**config.mk**
```make
export PLATFORM = sky130hd
export DESIGN_NAME = match_controller
export DESIGN_NICKNAME = d
export VERILOG_FILES = /design/src/rtl/pong_pkg.sv /design/src/rtl/frame_countdown.sv /design/src/rtl/match_controller.sv
export SDC_FILE = /design/constraint.sdc
export NUM_CORES = 1
export LEC_CHECK = 0
export ABC_AREA = 1
export BUFFER_PORTS_ARGS = -buffer_cell sky130_fd_sc_hd__buf_2
export CORE_ASPECT_RATIO = 0.7
export CORE_MARGIN = 4
export CORE_UTILIZATION = 55
export CTS_CLUSTER_DIAMETER = 40
export DETAILED_ROUTE_END_ITERATION = 8
export PLACE_DENSITY = 0.81
export SLEW_MARGIN = 20
export SYNTH_ARGS = -nofsm -noshare
export SYNTH_HDL_FRONTEND = slang
export SYNTH_SLANG_ARGS = --single-unit
```
**constraint.sdc**
```tcl
create_clock -name clk -period 1.8 [get_ports clk]
set_input_delay 0.54 -clock clk [delete_from_list [all_inputs] [get_ports clk]]
set_output_delay 0.54 -clock clk [all_outputs]
set_load 0.1 [all_outputs]
```
**src/rtl/pong_pkg.sv**
```systemverilog
// Shared encodings and default timing constants for the pong match sequencer
// and the text overlay that decodes its state.
package pong_pkg;

  localparam int unsigned STATE_W  = 3;
  localparam int unsigned SCORE_W  = 7;
  localparam int unsigned WINNER_W = 2;

  localparam int unsigned DEF_WIN_SCORE          = 11;
  localparam int unsigned DEF_SERVE_DELAY_FRAMES = 120;
  localparam int unsigned DEF_OVER_DELAY_FRAMES  = 180;
  localparam int unsigned DEF_CNT_W              = 8;

  typedef enum logic [STATE_W-1:0] {
    ST_IDLE       = 3'd0,
    ST_SERVE_WAIT = 3'd1,
    ST_PLAY       = 3'd2,
    ST_POINT      = 3'd3,
    ST_PAUSED     = 3'd4,
    ST_OVER       = 3'd5
  } state_e;

  localparam logic [WINNER_W-1:0] WIN_NONE  = 2'b00;
  localparam logic [WINNER_W-1:0] WIN_LEFT  = 2'b01;
  localparam logic [WINNER_W-1:0] WIN_RIGHT = 2'b10;

  // Increment that sticks at lim instead of wrapping.
  function automatic logic [SCORE_W-1:0] sat_inc(input logic [SCORE_W-1:0] v,
                                                 input logic [SCORE_W-1:0] lim);
    return (v >= lim) ? lim : v + SCORE_W'(1);
  endfunction

endpackage

```
**src/rtl/frame_countdown.sv**
```systemverilog
// Frame-tick countdown: load has priority, decrements on tick while nonzero,
// holds while frozen; expired_c flags a zero count.
module frame_countdown #(
  parameter int unsigned CNT_W = 8
) (
  input  logic             clk,
  input  logic             rst,
  input  logic             load,
  input  logic [CNT_W-1:0] load_val,
  input  logic             tick,
  input  logic             freeze,
  output logic             expired_c
);

  logic [CNT_W-1:0] count_q, count_d;

  always_comb begin
    count_d = count_q;
    if (load) begin
      count_d = load_val;
    end else if (tick && !freeze && (count_q != '0)) begin
      count_d = count_q - CNT_W'(1);
    end
  end

  always_ff @(posedge clk or posedge rst) begin
    if (rst) count_q <= '0;
    else     count_q <= count_d;
  end

  assign expired_c = (count_q == '0);

endmodule

```
**src/rtl/match_controller.sv**
```systemverilog
// Pong match sequencer: serve timing, scoring, pause/resume and end-of-match
// hold, driving the graphics freeze and serve strobe.
module match_controller
  import pong_pkg::*;
#(
  parameter int unsigned WIN_SCORE          = DEF_WIN_SCORE,
  parameter int unsigned SERVE_DELAY_FRAMES = DEF_SERVE_DELAY_FRAMES,
  parameter int unsigned OVER_DELAY_FRAMES  = DEF_OVER_DELAY_FRAMES,
  parameter int unsigned CNT_W              = DEF_CNT_W
) (
  input  logic                clk,
  input  logic                reset,
  input  logic                frame_tick,
  input  logic                start_btn,
  input  logic                pause_btn,
  input  logic                miss_l,
  input  logic                miss_r,
  output logic                gra_still,
  output logic                serve_pulse,
  output logic                serve_dir,
  output logic [SCORE_W-1:0]  score_l,
  output logic [SCORE_W-1:0]  score_r,
  output logic [WINNER_W-1:0] winner,
  output logic [STATE_W-1:0]  state
);

  localparam logic [SCORE_W-1:0] WIN_VAL   = SCORE_W'(WIN_SCORE);
  localparam logic [CNT_W-1:0]   SERVE_VAL = CNT_W'(SERVE_DELAY_FRAMES);
  localparam logic [CNT_W-1:0]   OVER_VAL  = CNT_W'(OVER_DELAY_FRAMES);

  state_e               state_q, state_d;
  state_e               resume_q, resume_d;
  logic                 gra_still_q, gra_still_d;
  logic                 serve_pulse_q, serve_pulse_d;
  logic                 serve_dir_q, serve_dir_d;
  logic [SCORE_W-1:0]   score_l_q, score_l_d;
  logic [SCORE_W-1:0]   score_r_q, score_r_d;
  logic [WINNER_W-1:0]  winner_q, winner_d;
  logic                 start_prev_q, pause_prev_q;
  logic                 start_edge_c, pause_edge_c;
  logic                 cnt_load_c, cnt_expired_c;
  logic [CNT_W-1:0]     cnt_load_val_c;

  assign start_edge_c = start_btn & ~start_prev_q;
  assign pause_edge_c = pause_btn & ~pause_prev_q;

  frame_countdown #(.CNT_W(CNT_W)) u_countdown (
    .clk       (clk),
    .rst       (reset),
    .load      (cnt_load_c),
    .load_val  (cnt_load_val_c),
    .tick      (frame_tick),
    .freeze    (state_q == ST_PAUSED),
    .expired_c (cnt_expired_c)
  );

  // Next-state and registered-output logic; the serve strobe lands in the first PLAY cycle.
  always_comb begin
    state_d        = state_q;
    resume_d       = resume_q;
    serve_pulse_d  = 1'b0;
    serve_dir_d    = serve_dir_q;
    score_l_d      = score_l_q;
    score_r_d      = score_r_q;
    winner_d       = winner_q;
    cnt_load_c     = 1'b0;
    cnt_load_val_c = '0;

    unique case (state_q)
      ST_IDLE: begin
        if (start_edge_c) begin
          cnt_load_c     = 1'b1;
          cnt_load_val_c = SERVE_VAL;
          state_d        = ST_SERVE_WAIT;
        end
      end
      ST_SERVE_WAIT: begin
        if (cnt_expired_c) begin
          serve_pulse_d = 1'b1;
          state_d       = ST_PLAY;
        end else if (pause_edge_c) begin
          resume_d = ST_SERVE_WAIT;
          state_d  = ST_PAUSED;
        end
      end
      ST_PLAY: begin
        if (miss_l && miss_r) begin
          serve_dir_d = ~serve_dir_q;
          state_d     = ST_POINT;
        end else if (miss_l) begin
          score_r_d   = sat_inc(score_r_q, WIN_VAL);
          serve_dir_d = 1'b0;
          state_d     = ST_POINT;
        end else if (miss_r) begin
          score_l_d   = sat_inc(score_l_q, WIN_VAL);
          serve_dir_d = 1'b1;
          state_d     = ST_POINT;
        end else if (pause_edge_c) begin
          resume_d = ST_PLAY;
          state_d  = ST_PAUSED;
        end
      end
      ST_POINT: begin
        cnt_load_c = 1'b1;
        if (score_l_q == WIN_VAL) begin
          winner_d       = WIN_LEFT;
          cnt_load_val_c = OVER_VAL;
          state_d        = ST_OVER;
        end else if (score_r_q == WIN_VAL) begin
          winner_d       = WIN_RIGHT;
          cnt_load_val_c = OVER_VAL;
          state_d        = ST_OVER;
        end else begin
          cnt_load_val_c = SERVE_VAL;
          state_d        = ST_SERVE_WAIT;
        end
      end
      ST_PAUSED: begin
        if (pause_edge_c) state_d = resume_q;
      end
      ST_OVER: begin
        if (cnt_expired_c) state_d = ST_IDLE;
      end
      default: state_d = ST_IDLE;
    endcase

    // Scores and winner clear on the same edge that enters IDLE.
    if (state_d == ST_IDLE) begin
      score_l_d = '0;
      score_r_d = '0;
      winner_d  = WIN_NONE;
    end
    gra_still_d = (state_d != ST_PLAY);
  end

  always_ff @(posedge clk or posedge reset) begin
    if (reset) begin
      state_q       <= ST_IDLE;
      resume_q      <= ST_SERVE_WAIT;
      gra_still_q   <= 1'b1;
      serve_pulse_q <= 1'b0;
      serve_dir_q   <= 1'b1;
      score_l_q     <= '0;
      score_r_q     <= '0;
      winner_q      <= WIN_NONE;
      start_prev_q  <= 1'b0;
      pause_prev_q  <= 1'b0;
    end else begin
      state_q       <= state_d;
      resume_q      <= resume_d;
      gra_still_q   <= gra_still_d;
      serve_pulse_q <= serve_pulse_d;
      serve_dir_q   <= serve_dir_d;
      score_l_q     <= score_l_d;
      score_r_q     <= score_r_d;
      winner_q      <= winner_d;
      start_prev_q  <= start_btn;
      pause_prev_q  <= pause_btn;
    end
  end

  assign gra_still   = gra_still_q;
  assign serve_pulse = serve_pulse_q;
  assign serve_dir   = serve_dir_q;
  assign score_l     = score_l_q;
  assign score_r     = score_r_q;
  assign winner      = winner_q;
  assign state       = state_q;

endmodule
```
=== After elaboration in Yosys (flattened, before gate mapping) ===
Index checks and enable logic that the tools add are counted.

* Add/sub/neg operators: 3
* $lt $le $gt $ge: 2
* Equal/unequal tests: 16
* Multiplexer cells: 46
* Bitwise operators: 5
* Reduce and logical (&&, ||, !) cells: 21

{| class="wikitable"
|+ Operators with widths
! operator !! count
|-
| 7-bit 2-to-1 mux || 12
|-
| 3-bit 2-to-1 mux || 16
|-
| 8-bit 2-to-1 mux || 4
|-
| 3-bit one-hot mux with 6 select lines || 1
|-
| 8-bit one-hot mux with 2 select lines || 1
|-
| 7-bit by 1-bit adder with 7-bit output, second input constant || 2
|-
| 7-bit by 4-bit equality test with 1-bit output, second input constant || 2
|-
| 7-bit by 4-bit greater-or-equal comparator with 1-bit output, second input constant || 2
|-
| 2-bit inequality test, second input constant || 6
|-
| 2-bit nonzero test || 6
|-
| 8-bit zero test || 1
|-
| 2-bit 2-to-1 mux || 4
|-
| 8-bit nonzero test || 1
|-
| 8-bit by 1-bit subtractor with 8-bit output, second input constant || 1
|-
| 7-bit AND reduction || 1
|-
| 3-bit by 2-bit equality test with 1-bit output, second input constant || 2
|-
| 3-bit equality test, second input constant || 2
|-
| 3-bit zero test || 2
|-
| 1-bit 2-to-1 mux || 6
|-
| 3-bit one-hot mux with 2 select lines || 1
|-
| 3-bit nonzero test || 2
|-
| 2-bit by 1-bit inequality test with 1-bit output, second input constant || 2
|-
| 2-bit AND reduction || 2
|-
| 4-bit AND reduction || 1
|-
| other kinds (8) || 13
|}

* Bits in registers: 35
* Input port bits: 7
* Output and inout bits: 22
* Logic and storage cells: 104

=== Depth between registers and ports, before layout ===
* Depth after elaboration: 10
* Mapped depth: 10
* Depth with buffers taken out: 10

=== Modules after synthesis ===
From an unflattened synthesis, not the netlist that was laid out.

* Cells, all modules: 259
* Area total of the unflattened synthesis: 1926.8 sq um

{| class="wikitable"
|+ By module, submodules not included
! module !! times used !! cells an instance !! area each (sq um) !! sequential area each (sq um)
|-
| match_controller || 1 || 170 || 1350.0 || 654.4
|-
| frame_countdown || 1 || 89 || 576.8 || 200.2
|}

=== Worst setup path before layout ===
OpenSTA, ideal clock, no wires.

* Path type: flip-flop to flip-flop
* Start: register score_l_q[0], in the netlist score_l[0]
* End: register winner_q[0], in the netlist winner[0]
* Library setup time: 79 ps
* Arrival: 2113 ps
* Required time: 1721 ps
* Path slack: -392 ps
* Cell stages (with the launch flop): 9
* Buffers on the path: 1
* Period minus slack after synthesis: 2192 ps
* Cell sequence: dfrtp_1 ha_1 nand3_1 nor2_1 o21ai_0 nand2_1 nor2_4 buf_6 a21oi_1

* Cells in the longest elaborated chain, start to end: 6
* Elaborated cells on any way between the ends: 10
* Those cells by class: 1 x eq/ne; 5 x mux; 4 x reduce/logical

{| class="wikitable"
|+ RTL lines
! item !! line !! source
|-
| from (decl) || match_controller.sv:36 || <nowiki>logic [SCORE_W-1:0] score_l_q, score_l_d;</nowiki>
|-
| from (signal assigned) || match_controller.sv:154 || <nowiki>score_l_q <= score_l_d;</nowiki>
|-
| 7-bit by 4-bit equality test with 1-bit output (*) || match_controller.sv:105 || <nowiki>if (score_l_q == WIN_VAL) begin</nowiki>
|-
| 3-bit 2-to-1 mux || match_controller.sv:105 ||
|-
| 3-bit one-hot mux with 6 select lines || match_controller.sv:69 || <nowiki>unique case (state_q)</nowiki>
|-
| 3-bit zero test || match_controller.sv:128 || <nowiki>if (state_d == ST_IDLE) begin</nowiki>
|-
| 3-bit nonzero test (no source line) / 2-bit nonzero test (equally long branches) || -- ||
|-
| 2-bit AND reduction (no source line) || -- ||
|-
| to (signal assigned) || match_controller.sv:156 || <nowiki>winner_q <= winner_d;</nowiki>
|-
| to (decl) || match_controller.sv:38 || <nowiki>logic [WINNER_W-1:0] winner_q, winner_d;</nowiki>
|}

Every way passes the cells marked *; elsewhere a longest branch is shown, timed or not. The select of a mux whose other input is x is not followed.
A chain may end at the register's enable or synchronous reset.

=== Final worst setup path ===
* Start: register gra_still_q, in the netlist gra_still
* End: output port gra_still

{| class="wikitable"
|+ RTL lines
! item !! line !! source
|-
| from (decl) || match_controller.sv:33 || <nowiki>logic gra_still_q, gra_still_d;</nowiki>
|-
| from (signal assigned) || match_controller.sv:151 || <nowiki>gra_still_q <= gra_still_d;</nowiki>
|-
| to (decl) || match_controller.sv:18 || <nowiki>output logic gra_still,</nowiki>
|}

No word-level cell between the ends.

==> run_results.csv <==
group,metric,value,unit
timing,fin_crit,1.75,ns
floorplan,fp.dieH,56.6,µm
logic_synthesis,ys_types,27,
clock_network,cts.path.max_buffers,2,
clock_network,clock_sinks,34,
logic_synthesis,yosysMostFrequentCell,"nand2_1",
worst_setup_path,crit_cells,1,
timing,finalCritPeriodShare,97.2,%
timing,hold_ws,0.335,ns
timing,relSlewSlack,66.3,%
logic_synthesis,synthTopCellsByArea,"dfrtp_1, nand2_1, inv_1",
timing,max_freq,0.571,GHz
timing,tightest_slew,0.508,ns
placed_design,dpl.cell_count,305,
global_routing,grt-ovfl-total,0,
power_and_ir_drop,p_sw_share,41.9,%
route,postRouteAntennaNets,0,
logic_synthesis,synth_edf_count,0,
logic_synthesis,ys_seq_elements,34,
route,viasPerCell,5.20,
power_and_ir_drop,p_switching,0.00126,W
cells_and_area,layout.cells.non_filler,313,
timing,rsz0062_at_grt,"no",
clock_network,insertion_delay,0.28,ns
floorplan,die-area,4380,µm²
power_and_ir_drop,power_frac_clock,21.5,%
worst_hold_path,min_path_type,"input pin to asynchronous set/reset pin",
logic_synthesis,seq_area_frac_synth,46.1,%
worst_setup_path,critPathSlowestCell,"dfstp_2",
cells_and_area,multi_input_area,843,µm²
cells_and_area,antenna_cells,0,
power_and_ir_drop,pwr_density_cell,1340,nW/µm²
clock_network,cts_inserted_buffers,5,
cells_and_area,num-nets-final,284,
global_routing,grt_first_pass_wirelength,6.56,mm
cells_and_area,area_growth,21.3,%
run,cap_violations,0,
cells_and_area,ff_latch_area,888,µm²
power_and_ir_drop,p_leak,1.12,nW
worst_setup_path,worstRegToRegCells,8,
timing,setup_viol,0,
timing,setup_tns,0,ns
route,drtIter0Drc,77,
logic_synthesis,syn_nets,246,
worst_setup_path,cp_slowest_stage_delay,0.52,ns
logic_synthesis,yosys_warnings,0,
route,vias,1627,
logic_synthesis,synth_ff_type,"dfrtp_1",
global_routing,grt_pass1_vias,1504,
floorplan,core,3190,µm²
power_and_ir_drop,p_total,0.00301,W
logic_synthesis,avgSynthCellArea,7.86,µm²
floorplan,die_x,77.4,µm
route,routedWlPerCell,12.5,µm
worst_setup_path,critPathKind,"flop to output port",
logic_synthesis,yosysTopAreaCell,"dfrtp_1",
power_and_ir_drop,vdd_ir_drop_max,0.000622,V
worst_setup_path,endpoint_kind,"output port",
clock_network,cts_root_buf,"clkbuf_8",
cells_and_area,n_fill_cell,255,
logic_synthesis,netlist_area,1850,µm²
timing,timing.final.hold_violations,0,
worst_setup_path,cp_cell_sequence,"buf_2",
placed_design,place.gp.congestion,0.887,
power_and_ir_drop,seqPwrFrac,35.4,%
clock_network,cts_tree,"done",
placed_design,io_buffers,28,
logic_synthesis,async_flop_share,100,%
clock_network,htreeDepth,2,
worst_setup_path,cp_top_family,"flip-flops",
timing,clock_skew,0.00410,ns
run_status,status,"completed",
global_routing,grt_use_total,19.2,%
clock_network,cts_hold_buffers,0,
floorplan,io_pins,29,
power_and_ir_drop,intPower,0.00175,W
worst_setup_path,arrival,1.21,ns
floorplan,start_util,58.1,%
worst_setup_path,cp-start-kind,"flop",
route,drc,0,
floorplan,rows,17,
global_routing,grt_max_degree,35,
global_routing,grt_antenna_before_repair,0,
logic_synthesis,synthTopCellsByCount,"nand2_1, inv_1, dfrtp_1, nor2_1, a21oi_1",
route,routed_wl,3.90,mm
power_and_ir_drop,combPwrFrac,43.1,%
logic_synthesis,netlist_instances,236,
route,first_pass_iters,4,
cells_and_area,drive_above_1_share,29.1,%
placed_design,place_hpwl,2.93,mm
worst_setup_path,cp.required,1.26,ns
worst_setup_path,path_max_fanout,1,
worst_setup_path,critPathBufInv,1,
clock_network,clkTransAtPathRegs,0.06,ns
logic_synthesis,synth.top_cell.area_share,41.8,%
timing,final-max-slew-violation-count,0,
-- cells by family after synthesis --
group	count (synthesis)	synth area share (%)
AOI/OAI and AO/OA	44	13.5
xor gates and xnor gates	4	1.89
adders and majority gates	3	2.02
buffers and inverters	40	8.91
DFF	34	46.1
and+or+nand+nor	111	27.6
-- metrics by stage --
stage	setup WS [ns]	instance area, µm²	util [%]
floorplan	0.0219	1890	-
global placement	0.118	2140	66.9
detailed placement	0.0939	2140	66.9
CTS	0.0388	2250	70.4
global route	0.0165	2250	70.5
finish	0.0501	2250	70.5
-- placed cells by master (no fill, tap or decap), types with 3 or more instances in the layout --
master | Yosys | routed
o21a_1 | 5 | 5
inv_1 | 37 | 37
dfrtp_1 | 31 | 14
nor2_1 | 28 | 28
nor2_2 | 5 | 5
o21ai_0 | 10 | 9
nand4_1 | 3 | 3
dfstp_2 | 3 | 3
clkbuf_8 | 0 | 8
dfrtp_2 | 0 | 12
dfrtp_4 | 0 | 5
buf_4 | 0 | 3
a21oi_1 | 21 | 21
nand2_1 | 47 | 47
nand2_2 | 3 | 3
nor2_4 | 3 | 3
buf_2 | 0 | 27
nand3_1 | 18 | 18
buf_12 | 0 | 3
-- final timing paths --
kind                             start      endpoint  slack [ns]
setup / recovery             gra_still     gra_still        0.05
hold / removal                   reset    score_r[0]        0.33
setup reg to reg            score_l[0]    score_r[4]        0.14
hold reg to reg            resume_q[0]   resume_q[0]        0.48
max in group asynchronous        reset   resume_q[0]        1.13
min in group clk             start_btn  start_prev_q        0.38
-- what timing repair did --
item | 4_1_cts | 5_1_grt
setup buffers | 0 | 0
gates resized for setup | 0 | 1
setup endpoints to repair | 0 | 6
-- final cells by class --
type / count / share of cell area, %
clock buffer: 8 / 4.89
multi-input combinational: 162 / 37.5
timing repair buffer: 33 / 9.68
inverter: 38 / 6.34
tap: 38 / 2.11
sequential: 34 / 39.5
-- state kept, by name (all words and copies together) (netlist names) --
register	cells
pause_prev_q	1
gra_still	1
winner	2
start_prev_q	1
score_l	7
serve_pulse	1
state	3
score_r	7
serve_dir	1
resume_q	2
u_countdown.count_q	8
-- metal layers --
| metal | routed length, µm | share of wire, % | global-route usage (%) | vias up |
|---|---|---|---|---|
| met5 | 0 | 0 | 0 | - |
| met2 | 1660 | 43 | 30.1 | 36 |
| met1 | 1980 | 51 | 24.9 | 749 |
| met4 | 43 | 1.1 | 6.35 | 0 |
| met3 | 212 | 5.4 | 6.57 | 5 |
| li1 | - | - | - | 837 |
-- power groups by stage --
stage,registers [W],clock network (W),logic (W)
floorplan,0.00131,0,0.000716
global placement,0.00108,0,0.00127
detailed placement,0.00108,0,0.00129
CTS,0.00106,0.000664,0.00130
global route,0.00108,0.000709,0.00142
finish,0.00107,0.000647,0.00130
Power figures use the tool's default switching activity.
